### config.mk
export PLATFORM = sky130hd
export DESIGN_NAME = digit_serial_adder
export DESIGN_NICKNAME = d
export VERILOG_FILES = /design/src/rtl/digit_serial_adder.sv
export SDC_FILE = /design/constraint.sdc
export NUM_CORES = 1
export LEC_CHECK = 0
export ABC_AREA = 0
export CORE_AREA = 2 2 65 98
export CTS_CLUSTER_DIAMETER = 100
export DETAILED_ROUTE_END_ITERATION = 10
export DIE_AREA = 0 0 67 100
export PLACE_DENSITY = 0.76
export SYNTH_ARGS = -nofsm -noshare
export SYNTH_HDL_FRONTEND = slang
export SYNTH_SLANG_ARGS = --single-unit
### constraint.sdc
create_clock -name clk -period 2.57 [get_ports clk]
set_clock_uncertainty 0.2 [all_clocks]
set_input_delay 0.514 -clock clk [delete_from_list [all_inputs] [get_ports clk]]
set_output_delay 0.514 -clock clk [all_outputs]
set_load 0.02 [all_outputs]
### src/rtl/digit_serial_adder.sv
// digit_serial_adder
//   Multi-cycle adder/subtractor. A WIDTH-bit operand pair is processed one DIGIT-bit slice
//   per clock, LSB slice first, through a single slice adder with a registered carry.
//
// Parameters
//   WIDTH  operand/result width (integer multiple of DIGIT)
//   DIGIT  bits processed per clock
//
// Ports
//   clk    rising-edge clock
//   rst    synchronous active-high reset
//   start  begin an operation (accepted in idle or in the done cycle)
//   sub    0 = add, 1 = subtract (captured with start)
//   x, y   operands (captured with start)
//   c_in   carry-in for add, borrow-in for subtract (captured with start)
//   busy   operation in progress
//   done   one-cycle completion pulse
//   sum    registered result
//   c_out  carry-out (for subtract, 1 = no borrow)
//   ovf    two's-complement signed overflow
module digit_serial_adder #(
  parameter int unsigned WIDTH = 16,
  parameter int unsigned DIGIT = 4
) (
  input  logic             clk,
  input  logic             rst,
  input  logic             start,
  input  logic             sub,
  input  logic [WIDTH-1:0] x,
  input  logic [WIDTH-1:0] y,
  input  logic             c_in,
  output logic             busy,
  output logic             done,
  output logic [WIDTH-1:0] sum,
  output logic             c_out,
  output logic             ovf
);

  localparam int unsigned NDigits = WIDTH / DIGIT;
  localparam int unsigned CntW    = (NDigits > 1) ? $clog2(NDigits) : 1;
  localparam logic [CntW-1:0] LastCnt = CntW'(NDigits - 1);

  typedef enum logic [1:0] {StIdle, StRun, StDone} state_e;

  state_e           state_q;
  logic [WIDTH-1:0] a_q;
  logic [WIDTH-1:0] b_q;
  logic [WIDTH-1:0] res_q;
  logic             carry_q;
  logic [CntW-1:0]  cnt_q;

  // Single DIGIT-bit slice adder.
  logic [DIGIT-1:0] a_dig;
  logic [DIGIT-1:0] b_dig;
  logic [DIGIT:0]   slice;
  logic             msb_cin;
  logic             slice_ovf;
  logic [WIDTH-1:0] res_shift;

  always_comb begin
    a_dig     = a_q[DIGIT-1:0];
    b_dig     = b_q[DIGIT-1:0];
    slice     = {1'b0, a_dig} + {1'b0, b_dig} + {{DIGIT{1'b0}}, carry_q};
    // Carry into the slice MSB recovered from the MSB sum bit; only meaningful on the last digit.
    msb_cin   = a_dig[DIGIT-1] ^ b_dig[DIGIT-1] ^ slice[DIGIT-1];
    slice_ovf = msb_cin ^ slice[DIGIT];
  end

  // Result digits enter at the top so after NDigits shifts the LSB digit sits at bit 0.
  if (NDigits == 1) begin : g_single
    assign res_shift = slice[DIGIT-1:0];
  end else begin : g_multi
    assign res_shift = {slice[DIGIT-1:0], res_q[WIDTH-1:DIGIT]};
  end

  always_ff @(posedge clk) begin
    if (rst) begin
      state_q <= StIdle;
      a_q     <= '0;
      b_q     <= '0;
      res_q   <= '0;
      carry_q <= 1'b0;
      cnt_q   <= '0;
      busy    <= 1'b0;
      done    <= 1'b0;
      sum     <= '0;
      c_out   <= 1'b0;
      ovf     <= 1'b0;
    end else begin
      unique case (state_q)
        StIdle, StDone: begin
          done <= 1'b0;
          if (start) begin
            a_q     <= x;
            // Subtract as x + ~y + ~borrow, i.e. x - y - c_in.
            b_q     <= sub ? ~y : y;
            carry_q <= sub ? ~c_in : c_in;
            cnt_q   <= '0;
            busy    <= 1'b1;
            state_q <= StRun;
          end else begin
            state_q <= StIdle;
          end
        end
        StRun: begin
          res_q   <= res_shift;
          a_q     <= a_q >> DIGIT;
          b_q     <= b_q >> DIGIT;
          carry_q <= slice[DIGIT];
          cnt_q   <= cnt_q + 1'b1;
          if (cnt_q == LastCnt) begin
            sum     <= res_shift;
            c_out   <= slice[DIGIT];
            ovf     <= slice_ovf;
            busy    <= 1'b0;
            done    <= 1'b1;
            cnt_q   <= '0;
            state_q <= StDone;
          end
        end
        default: state_q <= StIdle;
      endcase
    end
  end

endmodule

==> results.sh, run 1 <==
export IMPL_clkPwrFrac_pct=44.3
export IMPL_finalCritPeriodShare_pct=81.0
export IMPL_grt_max_degree=36
export IMPL_p_switching_uw=576
export IMPL_r2r_start="b_q[0]"
export IMPL_whs_ps=252
export IMPL_cts_root_buf="clkbuf_8"
export IMPL_core_area_um2=5960
export IMPL_htreeDepth=3
export IMPL_clk_pin_slew_ps=70
export IMPL_wl_um=5670
export IMPL_holdBufCountCts=0
export IMPL_crit_arrival_ps=2140
export IMPL_path_max_fanout=3
export IMPL_viasPerCell=5.24
export IMPL_antenna_found_initial=0
export IMPL_fp_dieH_um=100
export IMPL_drt_iter0_drc=145
export IMPL_fill_cells=573
export IMPL_setup_viol=0
export IMPL_slew_limit_headroom_pct=59.4
export IMPL_grt_ovfl_total=0
export IMPL_worst_pin_slew_ps=609
export IMPL_intPower_uw=1990
export IMPL_ctsResizeCount=0
export IMPL_cts_setup_buffers=0
export IMPL_rows=35
export IMPL_setup_slack_ps=487
export IMPL_portBuffers=56
export IMPL_p_sw_share_pct=22.5
export IMPL_drv_slew=0
export IMPL_layout_nets=420
export IMPL_synth_nets=372
export IMPL_max_stage_delay_ps=400
export IMPL_seqPwrFrac_pct=44.8
export IMPL_cts_sinks=69
export IMPL_syn_avg_cell_area_um2=8.61
export IMPL_final_setup_tns_ps=0
export IMPL_ys_seq_area_share_pct=48.7
export IMPL_path_cells="fa_1 > inv_1 > fa_1 > nand2b_1 > a21oi_1 > xnor2_1 > a211oi_2"
export IMPL_diodes=0
export IMPL_end_kind="flop"
export IMPL_synth_seq_cells=69
export IMPL_grt_usage_pct=18.9
export IMPL_clock_latency_ps=330
export IMPL_io_pins=57
export IMPL_ir_worst_vdd_mv=0.487
export IMPL_rsz0062_at_grt="no"
export IMPL_cp_startpoint="b_q[0]"
export IMPL_post_route_drc_count=0
export IMPL_cp_common_cell="fa_1"
export IMPL_dp_cells=440
export IMPL_place_ws_ps=475
export IMPL_ant_nets=0
export IMPL_power_leakage_uw=0.00134
export IMPL_ys_types=31
export IMPL_cts_inserted_buffers=9
export IMPL_grt_pass1_wl_um=9870
export IMPL_synth_warnings=0
export IMPL_crit_path_start_kind="flop"
export IMPL_maxCapViolations=0
export IMPL_clock_path_buffers=2
export IMPL_outcome="complete, no violations"
export IMPL_worstSetupPathType="flop to flop"
export IMPL_hold_start="sum[1]"
export IMPL_pwr_share_comb_pct=10.8
export IMPL_worst_hold_path_type="flop to flop"
export IMPL_wire_per_inst_um=12.4
export IMPL_synthCells=329
export IMPL_power_density_nw_per_um2=700
export IMPL_globalplace_congestion=0.781
export IMPL_die_x_um=67
export IMPL_min_period_ps=2080
export IMPL_dieArea_um2=6700
export IMPL_clock_fmax_ghz=0.480
export IMPL_grt_pass1_vias=2282
export IMPL_hpwl_um=3870
export IMPL_num_vias=2388
export IMPL_drive_gt1_share_pct=7.85
export IMPL_area_growth_synth_to_final_pct=29.2
export IMPL_cts_tree="yes"
export IMPL_required_ps=2630
export IMPL_start_util_pct=47.6
export IMPL_cp_slowest_cell="fa_1"
export IMPL_hold_viol_final=0
export IMPL_synthesis_area_um2=2830
export IMPL_first_pass_iters=4
export IMPL_fin_cells=456
## routing by layer
| layer | up-vias | GRT usage, % | routed length, um |
|---|---|---|---|
| met4 | 0 | 9.42 | 127 |
| met3 | 16 | 3.81 | 260 |
| met2 | 66 | 32.1 | 2980 |
| li1 | 1209 | - | - |
| met5 | - | 0 | 0 |
| met1 | 1097 | 22.1 | 2300 |
## power groups by stage
stage                     sequential, uW  combinational, uW  clock (uW)
after detailed placement            1170                279           0
after CTS                           1150                281        1150
after floorplan                     1170                185           0
after global placement              1170                271           0
after global routing                1150                313        1200
final                               1150                278        1140
## per-stage QoR
stage	power (uW)	utilization, %	area [um^2]
floorplan	1350	-	2830
global placement	1440	57.1	3400
detailed placement	1450	57.1	3400
CTS	2590	61.5	3660
global route	2660	61.5	3660
finish	2560	61.5	3660
## sequential cells by signal, indices dropped and copies added, names as in the netlist
register  flops
ovf           1
busy          1
a_q          16
state_q       2
b_q          16
cnt_q         2
done          1
res_q        12
c_out         1
sum          16
carry_q       1
## worst paths after layout
kind             to  slack, ps  cells after the start
max             ovf        490                      7
min          sum[1]        250                      2
max reg2reg     ovf        490                      7
min reg2reg  sum[1]        250                      2
## cell families (layout without fill, tap and decap cells)
| logic type | Yosys count | count (layout) | share of synthesized area [%] |
|---|---|---|---|
| and+or+nand+nor | 113 | 113 | 16.6 |
| adders and majority gates | 6 | 6 | 3.18 |
| AOI/OAI and AO/OA | 93 | 93 | 20.0 |
| buffers and inverters | 29 | 82 | 5.65 |
| DFF | 69 | 69 | 48.7 |
| xor gates and xnor gates | 19 | 19 | 5.87 |
## cell usage in the layout, fill, tap and decap left out, types with 2 or more instances in the layout
| master | synthesis | final |
|---|---|---|
| clkdlybuf4s50_1 | 0 | 55 |
| fa_1 | 2 | 2 |
| buf_4 | 5 | 6 |
| clkbuf_8 | 0 | 9 |
| a22oi_1 | 34 | 34 |
| dfxtp_1 | 69 | 69 |
| nand2_1 | 76 | 76 |
| nand2b_1 | 2 | 2 |
| xor2_1 | 17 | 17 |
| ha_1 | 4 | 4 |
| xnor2_1 | 2 | 2 |
| nor3_1 | 2 | 2 |
| inv_1 | 3 | 3 |
| nand3_1 | 2 | 2 |
| a211oi_1 | 2 | 2 |
| nor2_1 | 21 | 21 |
| a21oi_1 | 54 | 54 |
| clkinv_2 | 0 | 2 |
| bufinv_16 | 0 | 4 |
## worst max-delay path, delay by kind of cell (launching register included)
kind                     cells  cell delay, ps
buffers and inverters        1              60
AO/OA/AOI/OAI                2             480
XOR/XNOR                     1             130
adder cells (fa/ha/maj)      2             610
AND/OR/NAND/NOR              1             160
flip-flops                   1             370
## final cells by class
class	instances	area, um^2	area share, %
Multi-Input combinational cell	231	1290	35.4
Timing Repair Buffer	63	621	16.9
Clock inverter	7	138	3.76
Inverter	3	11.3	0.307
Clock buffer	9	124	3.38
Tap cell	74	92.6	2.53
Sequential cell	69	1380	37.7
## Yosys cell counts
master / n / share of area [%]
buf_2: 8 / 1.4
nor2_1: 21 / 2.8
nand2b_1: 2 / 0.44
buf_6: 3 / 1.2
or3_1: 1 / 0.22
nor2b_1: 1 / 0.22
and2_4: 1 / 0.31
a21o_1: 1 / 0.26
a22oi_1: 34 / 9.0
a21oi_1: 54 / 9.5
xor2_1: 17 / 5.3
and2b_1: 1 / 0.26
nor3_1: 2 / 0.35
nand3_1: 2 / 0.35
nand3b_1: 1 / 0.26
nand2_1: 76 / 10
fa_1: 2 / 1.4
dfxtp_1: 69 / 49
or2_2: 1 / 0.22
and3_1: 1 / 0.22
o21ai_0: 1 / 0.18
nor2_4: 1 / 0.40
ha_1: 4 / 1.8
clkbuf_1: 10 / 1.3
a211oi_1: 2 / 0.53
nor3b_1: 1 / 0.26
xnor2_1: 2 / 0.62
inv_1: 3 / 0.40
nand2_2: 1 / 0.22
a211oi_2: 1 / 0.44
buf_4: 5 / 1.3
Power figures use the tool's default switching activity.
==> run 2, diff against run 1 <==
CORE_AREA = 2 2 68 102   (was 2 2 65 98)
DIE_AREA = 0 0 70 104   (was 0 0 67 100)
PLACE_DENSITY = 0.73   (was 0.76)
clock period = 1.8 ns   (was 2.57 ns; I/O delays follow)
==> results.sh, run 2 (synthesized netlist as in run 1, its figures left out) <==
export IMPL_die_x_um=70
export IMPL_power_leakage_uw=0.00147
export IMPL_cts_inserted_buffers=9
export IMPL_seqPwrFrac_pct=50.3
export IMPL_reg2regPathDepth=8
export IMPL_end_kind="flop"
export IMPL_fill_cells=592
export IMPL_clock_path_buffers=2
export IMPL_final_setup_tns_ps=-69.3
export IMPL_wl_met3_um=206
export IMPL_core_area_um2=6400
export IMPL_num_vias=2372
export IMPL_pwr_share_comb_pct=13.6
export IMPL_cp_slowest_cell="dfxtp_2"
export IMPL_viasPerCell=5.11
export IMPL_fp_dieH_um=104
export IMPL_cts_root_buf="clkbuf_8"
export IMPL_layout_nets=428
export IMPL_crit_arrival_ps=1930
export IMPL_clock_fmax_ghz=0.535
export IMPL_worst_pin_slew_ps=373
export IMPL_clock_latency_ps=340
export IMPL_mostFrequentLayoutCell="nand2_1"
export IMPL_min_path_cells=2
export IMPL_min_period_ps=1870
export IMPL_wire_per_inst_um=12.4
export IMPL_setup_viol=1
export IMPL_whs_ps=231
export IMPL_violations="setup timing"
export IMPL_grt_usage_pct=16.8
export IMPL_drv_slew=0
export IMPL_top_regs="a_q x16, b_q x16, sum x16"
export IMPL_outcome="finished with violations"
export IMPL_maxCapViolations=0
export IMPL_place_ws_ps=-148
export IMPL_max_stage_delay_ps=340
export IMPL_worst_hold_path_type="primary input to flop"
export IMPL_grt_pass1_wl_um=9870
export IMPL_htreeDepth=3
export IMPL_dp_cells=449
export IMPL_intPower_uw=2480
export IMPL_post_route_drc_count=0
export IMPL_power_density_nw_per_um2=876
export IMPL_path_max_fanout=2
export IMPL_cts_sinks=69
export IMPL_ant_nets=0
export IMPL_p_sw_share_pct=24.1
export IMPL_setup_slack_ps=-69.3
export IMPL_rows=36
export IMPL_portBuffers=56
export IMPL_diodes=0
export IMPL_required_ps=1860
export IMPL_crit_path_start_kind="flop"
export IMPL_antenna_found_initial=0
export IMPL_wl_um=5750
export IMPL_grt_ovfl_total=0
export IMPL_grt_max_degree=43
export IMPL_rsz0062_at_grt="yes"
export IMPL_hold_viol_final=0
export IMPL_clk_pin_slew_ps=70
export IMPL_finalCritPeriodShare_pct=104
export IMPL_final_cell_mix="nand2_1, dfxtp_1, a21oi_1"
export IMPL_cts_tree="yes"
export IMPL_globalplace_congestion=0.773
export IMPL_drt_iter0_drc=122
export IMPL_drt_met1_wl_um=2400
export IMPL_dieArea_um2=7280
export IMPL_fin_cells=464
export IMPL_start_util_pct=44.3
export IMPL_path_cells="fa_2 > inv_2 > fa_2 > nand2b_4 > a21oi_4 > buf_6 > xnor2_2 > a211oi_2"
export IMPL_dr_max_layer_used="met4"
export IMPL_io_pins=57
export IMPL_p_switching_uw=786
export IMPL_ir_worst_vdd_mv=0.478
export IMPL_first_pass_iters=4
export IMPL_hpwl_um=4000
export IMPL_wl_met2_um=3040
export IMPL_cp_common_cell="fa_2"
export IMPL_area_growth_synth_to_final_pct=31.5
export IMPL_grt_pass1_vias=2288
export IMPL_drive_gt1_share_pct=13.1
export IMPL_clkPwrFrac_pct=36.2
export IMPL_slew_limit_headroom_pct=75.0
export IMPL_holdBufCountCts=0
export IMPL_worstSetupPathType="flop to flop"
[run 2: changes by cell type in the layout (fill, tap and decap cells not counted), sizes merged]
cell and delta:
buf +8, bufinv -3, clkbuf +3, clkdlybuf4s50 -20, clkinv -1, clkinvlp -1, dlygate4sd2 +20
[run 2: final timing paths]
check	start	endpoint	slack [ps]
worst max-delay path	carry_q	ovf	-70
worst min-delay path	rst	sum[3]	230
worst max register to register	carry_q	ovf	-70
worst min register to register	a_q[10]	a_q[10]	250
[run 2: per-stage QoR]
stage | cell area [um^2] | utilization (%) | total power [uW]
2_1_floorplan | 2860 | - | 1940
3_3_place_gp | 3500 | 54.8 | 2100
3_5_place_dp | 3500 | 54.8 | 2110
4_1_cts | 3700 | 57.8 | 3300
5_1_grt | 3730 | 58.3 | 3410
6_report | 3730 | 58.3 | 3270
[run 2: cell type report]
cell class,count,area [um^2],area share (%)
clock buffer,12,145,3.90
clock inverter,2,35.0,0.940
inverter,3,11.3,0.302
multi-input combinational,231,1370,36.7
sequential,69,1390,37.2
tap,76,95.1,2.55
timing repair buffer,71,688,18.5
[run 2: layer usage]
metal,track usage (%),vias up
met5,0,-
met4,9.48,0
met3,2.62,9
met2,30.1,49
met1,18.4,1094
li1,-,1220
[run 2: power groups by stage]
stage	logic, uW	clock network, uW	registers (uW)
after global routing	489	1270	1650
after floorplan	271	0	1660
after CTS	442	1220	1640
after global placement	424	0	1670
final	443	1180	1640
after detailed placement	432	0	1670
[run 2: worst max-delay path: cells and delay by family, from the launching register on]
family	cells	cell delay, ps
xor gates and xnor gates	1	60
adders and majority gates	2	550
DFF	1	340
buffers and inverters	2	170
and+or+nand+nor	1	150
AOI/OAI and AO/OA	2	320
[run 2: what timing repair did]
item,CTS,global route
gates cloned,0,0
buffers inserted,0,1
endpoints found under the setup margin,26,14
pin swaps,4,0
resized for setup,32,6
